## src/rtl/ripple_adder.sv

```systemverilog
// WIDTH-bit ripple-carry adder, one full-adder slice per pipeline stage.
// Operand bits are skewed in and sum bits deskewed out so each result leaves together.
module ripple_adder #(
   parameter int WIDTH = 4
) (
   input  logic             clk,
   input  logic             rst,
   input  logic [WIDTH-1:0] A,
   input  logic [WIDTH-1:0] B,
   input  logic             cin,
   output logic [WIDTH-1:0] S,
   output logic             cout
);

   function automatic logic fa_sum(input logic a, input logic b, input logic c);
      return a ^ b ^ c;
   endfunction

   function automatic logic fa_carry(input logic a, input logic b, input logic c);
      return (a & b) | (a & c) | (b & c);
   endfunction

   // Stage k input word: [k-1:0] finished sums, then remaining A bits k..WIDTH-1,
   // then remaining B bits k..WIDTH-1. Each stage consumes bit k of both operands.
   genvar k;
   generate
      for (k = 0; k < WIDTH; k++) begin : g_stage
         localparam int IW = 2 * WIDTH - k;
         localparam int OW = IW - 1;
         localparam int RI = WIDTH - k;

         logic [IW-1:0] word_in_s;
         logic          carry_in_s;
         logic [OW-1:0] word_nxt_s;
         logic          carry_nxt_s;
         logic [OW-1:0] word_r;
         logic          carry_r;

         if (k == 0) begin : g_first
            assign word_in_s  = {B, A};
            assign carry_in_s = cin;
         end else begin : g_next
            assign word_in_s  = g_stage[k-1].word_r;
            assign carry_in_s = g_stage[k-1].carry_r;
         end

         // Full adder for bit k; pass finished sums and not-yet-used operand bits along.
         always_comb begin
            word_nxt_s  = {OW{1'b0}};
            carry_nxt_s = 1'b0;
            for (int i = 0; i < k; i++) begin
               word_nxt_s[i] = word_in_s[i];
            end
            word_nxt_s[k] = fa_sum(word_in_s[k], word_in_s[k+RI], carry_in_s);
            carry_nxt_s   = fa_carry(word_in_s[k], word_in_s[k+RI], carry_in_s);
            for (int j = 0; j < RI - 1; j++) begin
               word_nxt_s[k+1+j]  = word_in_s[k+1+j];
               word_nxt_s[k+RI+j] = word_in_s[k+RI+1+j];
            end
         end

         // Stage register; reset clears it immediately.
         always_ff @(posedge clk or posedge rst) begin
            if (rst) begin
               word_r  <= {OW{1'b0}};
               carry_r <= 1'b0;
            end else begin
               word_r  <= word_nxt_s;
               carry_r <= carry_nxt_s;
            end
         end
      end
   endgenerate

   // The last stage word holds exactly the WIDTH sum bits.
   assign S    = g_stage[WIDTH-1].word_r;
   assign cout = g_stage[WIDTH-1].carry_r;

endmodule

```

## config.mk

```make
export PLATFORM = sky130hd
export DESIGN_NAME = ripple_adder
export DESIGN_NICKNAME = d
export VERILOG_FILES = /design/src/rtl/ripple_adder.sv
export SDC_FILE = /design/constraint.sdc
export NUM_CORES = 1
export LEC_CHECK = 0
export ABC_AREA = 1
export CELL_PAD_IN_SITES_DETAIL_PLACEMENT = 2
export CELL_PAD_IN_SITES_GLOBAL_PLACEMENT = 2
export CORE_MARGIN = 2
export CORE_UTILIZATION = 34
export CTS_BUF_LIST = sky130_fd_sc_hd__clkbuf_4 sky130_fd_sc_hd__clkbuf_8
export CTS_CLUSTER_SIZE = 20
export DETAILED_ROUTE_END_ITERATION = 12
export PLACE_DENSITY = 0.83
export SLEW_MARGIN = 30
export SYNTH_ARGS = -nofsm -noshare
export SYNTH_HDL_FRONTEND = slang
export SYNTH_SLANG_ARGS = --single-unit
```

## constraint.sdc

```tcl
create_clock -name clk -period 1 [get_ports clk]
set_input_delay 0.15 -clock clk [delete_from_list [all_inputs] [get_ports clk]]
set_output_delay 0.15 -clock clk [all_outputs]
set_load 0.005 [all_outputs]
```

==> results of run 1 <==
==> worst min-delay path by stage <==
stage / slack, ps / start / end / cells after the start
floorplan: 180 / A[1] / g_stage[0].word_r[1] / 0
global placement: 330 / g_stage[1].word_r[0] / g_stage[2].word_r[0] / 0
detailed placement: 340 / g_stage[2].word_r[2] / S[2] / 0
CTS: 190 / rst / S[0] / 3
global route: 190 / rst / g_stage[2].word_r[0] / 3
finish: 170 / rst / S[0] / 3
==> stage by stage <==
step | std cells | area (µm²) | total power [W] | util [%]
floorplan | 31 | 734.5 | 0.001243 | -
global placement | 74 | 938.4 | 0.001365 | 46.88
detailed placement | 74 | 938.4 | 0.001388 | 46.88
CTS | 77 | 940.9 | 0.001770 | 47.00
global route | 77 | 935.9 | 0.001835 | 46.75
finish | 77 | 935.9 | 0.001730 | 46.75
==> logic make-up (layout without fill, tap and decap cells) <==
| group | Yosys count | count (layout) | share of synthesized area, % |
|---|---|---|---|
| buf+inv | 1 | 20 | 0.5106 |
| fa+ha+maj | 4 | 4 | 10.90 |
| flops | 26 | 26 | 88.59 |
==> final cells by class <==
class	count	area [µm²]
clock buffer	3	22.52
fill	192	1066
inverter	1	3.754
multi-input combinational	4	80.08
sequential	26	650.6
tap	27	33.78
timing repair buffer	16	145.1
==> cell usage in the layout (no fill, tap or decap), drive strengths merged <==
cell type,instances
clkbuf,4
buf,5
fa,4
dfrtp,26
clkdlybuf4s50,10
inv,1
==> sequential cells by signal, summed over array words and instances, names as in the netlist <==
| signal | flops |
|---|---|
| g_stage.word_r | 18 |
| S | 4 |
| g_stage.carry_r | 3 |
| cout | 1 |
==> repair_timing <==
| action | in CTS | in global routing |
|---|---|---|
| pin swaps | 1 | 1 |
| hold endpoints to repair | 0 | 0 |
| setup endpoints to repair | 6 | 7 |
| gates resized for setup | 18 | 1 |
| hold buffers | 0 | 0 |
==> layer usage <==
metal	up-vias	global-route usage, %	routed length [µm]
met5	-	0	0
li1	132	-	-
met4	0	5.405	18
met2	18	15.13	480
met3	2	3.274	75
met1	162	9.184	366
==> power groups by stage <==
| stage | logic [W] | clock network, W | registers [W] |
|---|---|---|---|
| after global placement | 0.000159 | 0 | 0.00121 |
| after global routing | 0.000152 | 0.000480 | 0.00120 |
| after detailed placement | 0.000169 | 0 | 0.00122 |
| after floorplan | 0.0000319 | 0 | 0.00121 |
| final | 0.000131 | 0.000407 | 0.00119 |
| after CTS | 0.000141 | 0.000432 | 0.00120 |
==> impl_metrics.toml, run 1 <==
[clock_network]
clkTransAtPathRegs_ps = 120
cts_tree = "yes"
cts_made_buffers = 3
worstSkewPairLatency_ps = 300
cts_setup_buffers = 0
cts.htree.levels = 1
cts_buffer_depth = 2
cts_root_buf = "clkbuf_4"
clkSinkCount = 26

[yosys]
synth_most_common_cell = "dfrtp_1"
synth_area_leaders = "dfrtp_1 89%, fa_1 11%, inv_1 0.51%"
synth_top_area_share_pct = 88.59
synth.largest_area_cell = "dfrtp_1"
synthCells = 31
synth.distinct_cells = 3
synthFlopType = "dfrtp_1"
ys_async_sr_fraction_pct = 100.0
yosys_warnings = 0
syn_nets = 46
yosys_register_bits = 26
avgSynthCellArea_um2 = 23.69
synth_edf_count = 0
ys_seq_area_share_pct = 88.59
syn_area_um2 = 734.5
synthTopCellsByCount = "26 x dfrtp_1, 4 x fa_1, 1 x inv_1"

[floorplan]
dieArea_um2 = 2548
num_rows = 16
core_region_area_um2 = 2002
die_h_um = 50.48
die_w_um = 50.48
ios = 16
start_util_pct = 36.69

[route]
ant_nets = 0
first_pass_iters = 1
wl_per_cell_um = 12.22
drc = 0
drt_iter0_drc = 0
vias = 314
viasPerCell = 4.078
postRouteWirelength_um = 941

[worst_setup_path]
critical_path.max_fanout = 1
r2r-end = "g_stage[1].word_r[1]"
cp.arrival_ps = 1250
reg2regPathDepth = 1
path_depth = 1
cp_num_buf_inv = 0
max_stage_delay_ps = 530
rrSetupSlack_ps = 7
endpoint = "g_stage[1].word_r[1]"
cp-start-kind = "flip-flop"
startpoint = "g_stage[0].carry_r"
cp_slowest_cell = "fa_1"
crit_family = "adder cells"
cp.required_ps = 1250
cp_cell_sequence = "fa_1"
criticalPathCategory = "flip-flop to flip-flop"
r2r_start = "g_stage[0].carry_r"
cp-end-kind = "flip-flop"

[layout]
syn_to_final_growth_pct = 27.43
num_antenna_cells = 0
fin_nets = 67
drive_gt1_share_pct = 18.00

[power_and_ir_drop]
cell_internal_pwr_w = 0.001375
p_sw_share_pct = 20.55
combPwrFrac_pct = 7.5
clkPwrFrac_pct = 23.5
p_switching_w = 0.0003554
power.leakage_nw = 0.4197
seqPwrFrac_pct = 68.9
ir_drop_v = 0.0007938
power.density_nw_per_um2 = 1848

[global_route]
grt_pass1_vias = 375
grt_max_degree = 27
grt_antenna_before_repair = 0
grt_pass1_wl_um = 1580
grt_overflow = 0
grt_usage_pct = 8.862

[timing]
timing.fmax_mhz = 1007
rsz0062_at_grt = "true"
setup_viol = 0
hold_viol_final = 0
timing.final.ws_setup_ps = 6.639
fin_tns_setup_ps = 0
fin_crit_sh_pct = 99.34
post-route-min-period_ps = 993.4
skew_ps = 1.576
tightest_slew_ps = 136.8
max-slew-margin-rel_pct = 90.88
holdWs_ps = 172.4
slew_viol_final = 0

[min_path]
holdCritPathClass = "primary input to asynchronous set/reset pin"

[place]
dpl.hpwl_um = 694.5
portBuffers = 15
pre_cts_ws_ps = -199.1
place.gp.congestion = 0.6079

[run_status]
status = "finished, final reports clean"

[run]
drv_cap = 0
(Power assumes the default switching activity.)
==> run 2, diff against run 1 <==
--- a/config.mk
+++ b/config.mk
@@ -9,11 +9,12 @@
 export CELL_PAD_IN_SITES_DETAIL_PLACEMENT = 2
 export CELL_PAD_IN_SITES_GLOBAL_PLACEMENT = 2
 export CORE_MARGIN = 2
-export CORE_UTILIZATION = 34
+export CORE_UTILIZATION = 40
 export CTS_BUF_LIST = sky130_fd_sc_hd__clkbuf_4 sky130_fd_sc_hd__clkbuf_8
 export CTS_CLUSTER_SIZE = 20
 export DETAILED_ROUTE_END_ITERATION = 12
-export PLACE_DENSITY = 0.83
+export DONT_BUFFER_PORTS = 1
+export PLACE_DENSITY = 0.79
 export SLEW_MARGIN = 30
 export SYNTH_ARGS = -nofsm -noshare
 export SYNTH_HDL_FRONTEND = slang
==> impl_metrics.toml, run 2 (synthesis gave the netlist of run 1 again) <==
[run_status]
status = "complete, but fails checks"
violations = "setup timing"

[global_route]
grt_antenna_before_repair = 0
grt_pass1_vias = 364
grt_pass1_wl_um = 1469
grt_overflow = 0
grt_max_degree = 27
grt_usage_pct = 10.53

[timing]
tightest_slew_ps = 303.6
post-route-min-period_ps = 1009
max-slew-margin-rel_pct = 79.76
setup_viol = 1
slew_viol_final = 0
timing.fmax_mhz = 991.1
timing.final.ws_setup_ps = -9.027
holdWs_ps = 6.344
hold_viol_final = 0
fin_tns_setup_ps = -9.027
skew_ps = 4.864
fin_crit_sh_pct = 100.9
rsz0062_at_grt = "true"

[clock_network]
cts_buffer_depth = 2
cts_made_buffers = 3
cts.htree.levels = 1
clkTransAtPathRegs_ps = 120
cts-resized-gates = 0
cts_tree = "yes"
clkSinkCount = 26
worstSkewPairLatency_ps = 310
cts_root_buf = "clkbuf_4"
cts_setup_buffers = 0

[worst_setup_path]
criticalPathCategory = "flip-flop to flip-flop"
cp-start-kind = "flip-flop"
reg2regPathDepth = 1
path_depth = 1
cp.arrival_ps = 1260
cp.required_ps = 1250
rrSetupSlack_ps = -9
cp_num_buf_inv = 0
cp_slowest_cell = "fa_1"
max_stage_delay_ps = 550
startpoint = "g_stage[0].word_r[1]"
crit_family = "adder cells"
cp-end-kind = "flip-flop"
r2r_start = "g_stage[0].word_r[1]"
endpoint = "g_stage[1].word_r[1]"
r2r-end = "g_stage[1].word_r[1]"
cp_cell_sequence = "fa_1"
critical_path.max_fanout = 1

[run]
drv_cap = 0

[power_and_ir_drop]
ir_drop_v = 0.0008634
power.density_nw_per_um2 = 1902
clkPwrFrac_pct = 24.3
seqPwrFrac_pct = 71.2
p_sw_share_pct = 20.52
cell_internal_pwr_w = 0.001339
power.leakage_nw = 0.3937
p_switching_w = 0.0003457
combPwrFrac_pct = 4.5

[route]
drt_iter0_drc = 0
ant_nets = 0
drc = 0
first_pass_iters = 1
vias = 292
postRouteWirelength_um = 853
wl_per_cell_um = 12.36
viasPerCell = 4.232

[floorplan]
core_region_area_um2 = 1727
start_util_pct = 42.54
num_rows = 15
die_w_um = 46.85
ios = 16
dieArea_um2 = 2195
die_h_um = 46.85

[layout]
largest_register_ffs = 18
finish.instance_area_um2 = 885.9
layout_common_cells = "26 x dfrtp_1, 9 x dlygate4sd3_1, 4 x fa_1"
num_antenna_cells = 0
drive_gt1_share_pct = 9.091
fin_util_pct = 51.30
syn_to_final_growth_pct = 20.61
fin_nets = 61
largest-register = "g_stage.word_r"
layout_commonest_cell = "dfrtp_1"

[place]
placed_area_um2 = 773.2
portBuffers = 0
place.gp.congestion = 0.5461
pre_cts_ws_ps = 14.45

[min_path]
holdCritPathClass = "primary input to flip-flop"
-- run 2: cell count changes in the layout (fill, tap and decap cells not counted) --
cell / previous run / this run
clkbuf_2: 1 / 0
dlygate4sd3_1: 0 / 9
clkdlybuf4s50_1: 10 / 0
buf_4: 0 / 1
buf_2: 4 / 0
buf_12: 1 / 0
-- run 2: metal layers --
metal,global-route usage (%),vias to the layer above,part of all wire [%]
met2,17.53,18,53
met4,6.667,0,2.1
met5,0,-,0
li1,-,120,-
met3,4.231,2,9.3
met1,11.05,152,35
-- run 2: worst min path at each step --
stage          from                    to  slack [ps]  cells after the start
4_1_cts        A[0]    g_stage[0].carry_r          -8                      1
6_report       A[0]    g_stage[0].carry_r           6                      1
3_3_place_gp    rst                  S[1]         100                      2
2_1_floorplan  A[1]  g_stage[0].word_r[1]         180                      0
5_1_grt        A[0]    g_stage[0].carry_r           3                      1
3_5_place_dp    rst                  S[2]         110                      2
-- run 2: layout make-up --
cell class,instances,area [µm²]
tap,25,31.28
timing repair buffer,10,97.59
clock buffer,3,22.52
multi-input combinational,4,80.08
fill,160,840.8
sequential,26,650.6
inverter,1,3.754
-- run 2: timing repair --
item                                    in CTS  in global routing
endpoints found under the setup margin       2                  3
pin swaps                                    2                  1
hold endpoints to repair                    33                  0
hold buffers                                 9                  0
-- run 2: metrics by stage --
stage / instances / power, W
global route: 69 / 0.001781
detailed placement: 57 / 0.001273
floorplan: 31 / 0.001243
finish: 69 / 0.001685
CTS: 69 / 0.001711
global placement: 57 / 0.001257
-- run 2: power groups by stage --
stage / Sequential, W / Combinational (W) / Clock (W)
after global placement: 0.00122 / 0.0000418 / 0
after detailed placement: 0.00122 / 0.0000487 / 0
after floorplan: 0.00121 / 0.0000319 / 0
after CTS: 0.00120 / 0.0000766 / 0.000432
final: 0.00120 / 0.0000761 / 0.000410
after global routing: 0.00121 / 0.0000927 / 0.000475
==> run 3, diff against run 2 <==
--- a/config.mk
+++ b/config.mk
@@ -5,7 +5,6 @@
 export SDC_FILE = /design/constraint.sdc
 export NUM_CORES = 1
 export LEC_CHECK = 0
-export ABC_AREA = 1
 export CELL_PAD_IN_SITES_DETAIL_PLACEMENT = 2
 export CELL_PAD_IN_SITES_GLOBAL_PLACEMENT = 2
 export CORE_MARGIN = 2
==> results of run 3 <==
No change in the layout: final DEF, timing and power equal those of run 2.
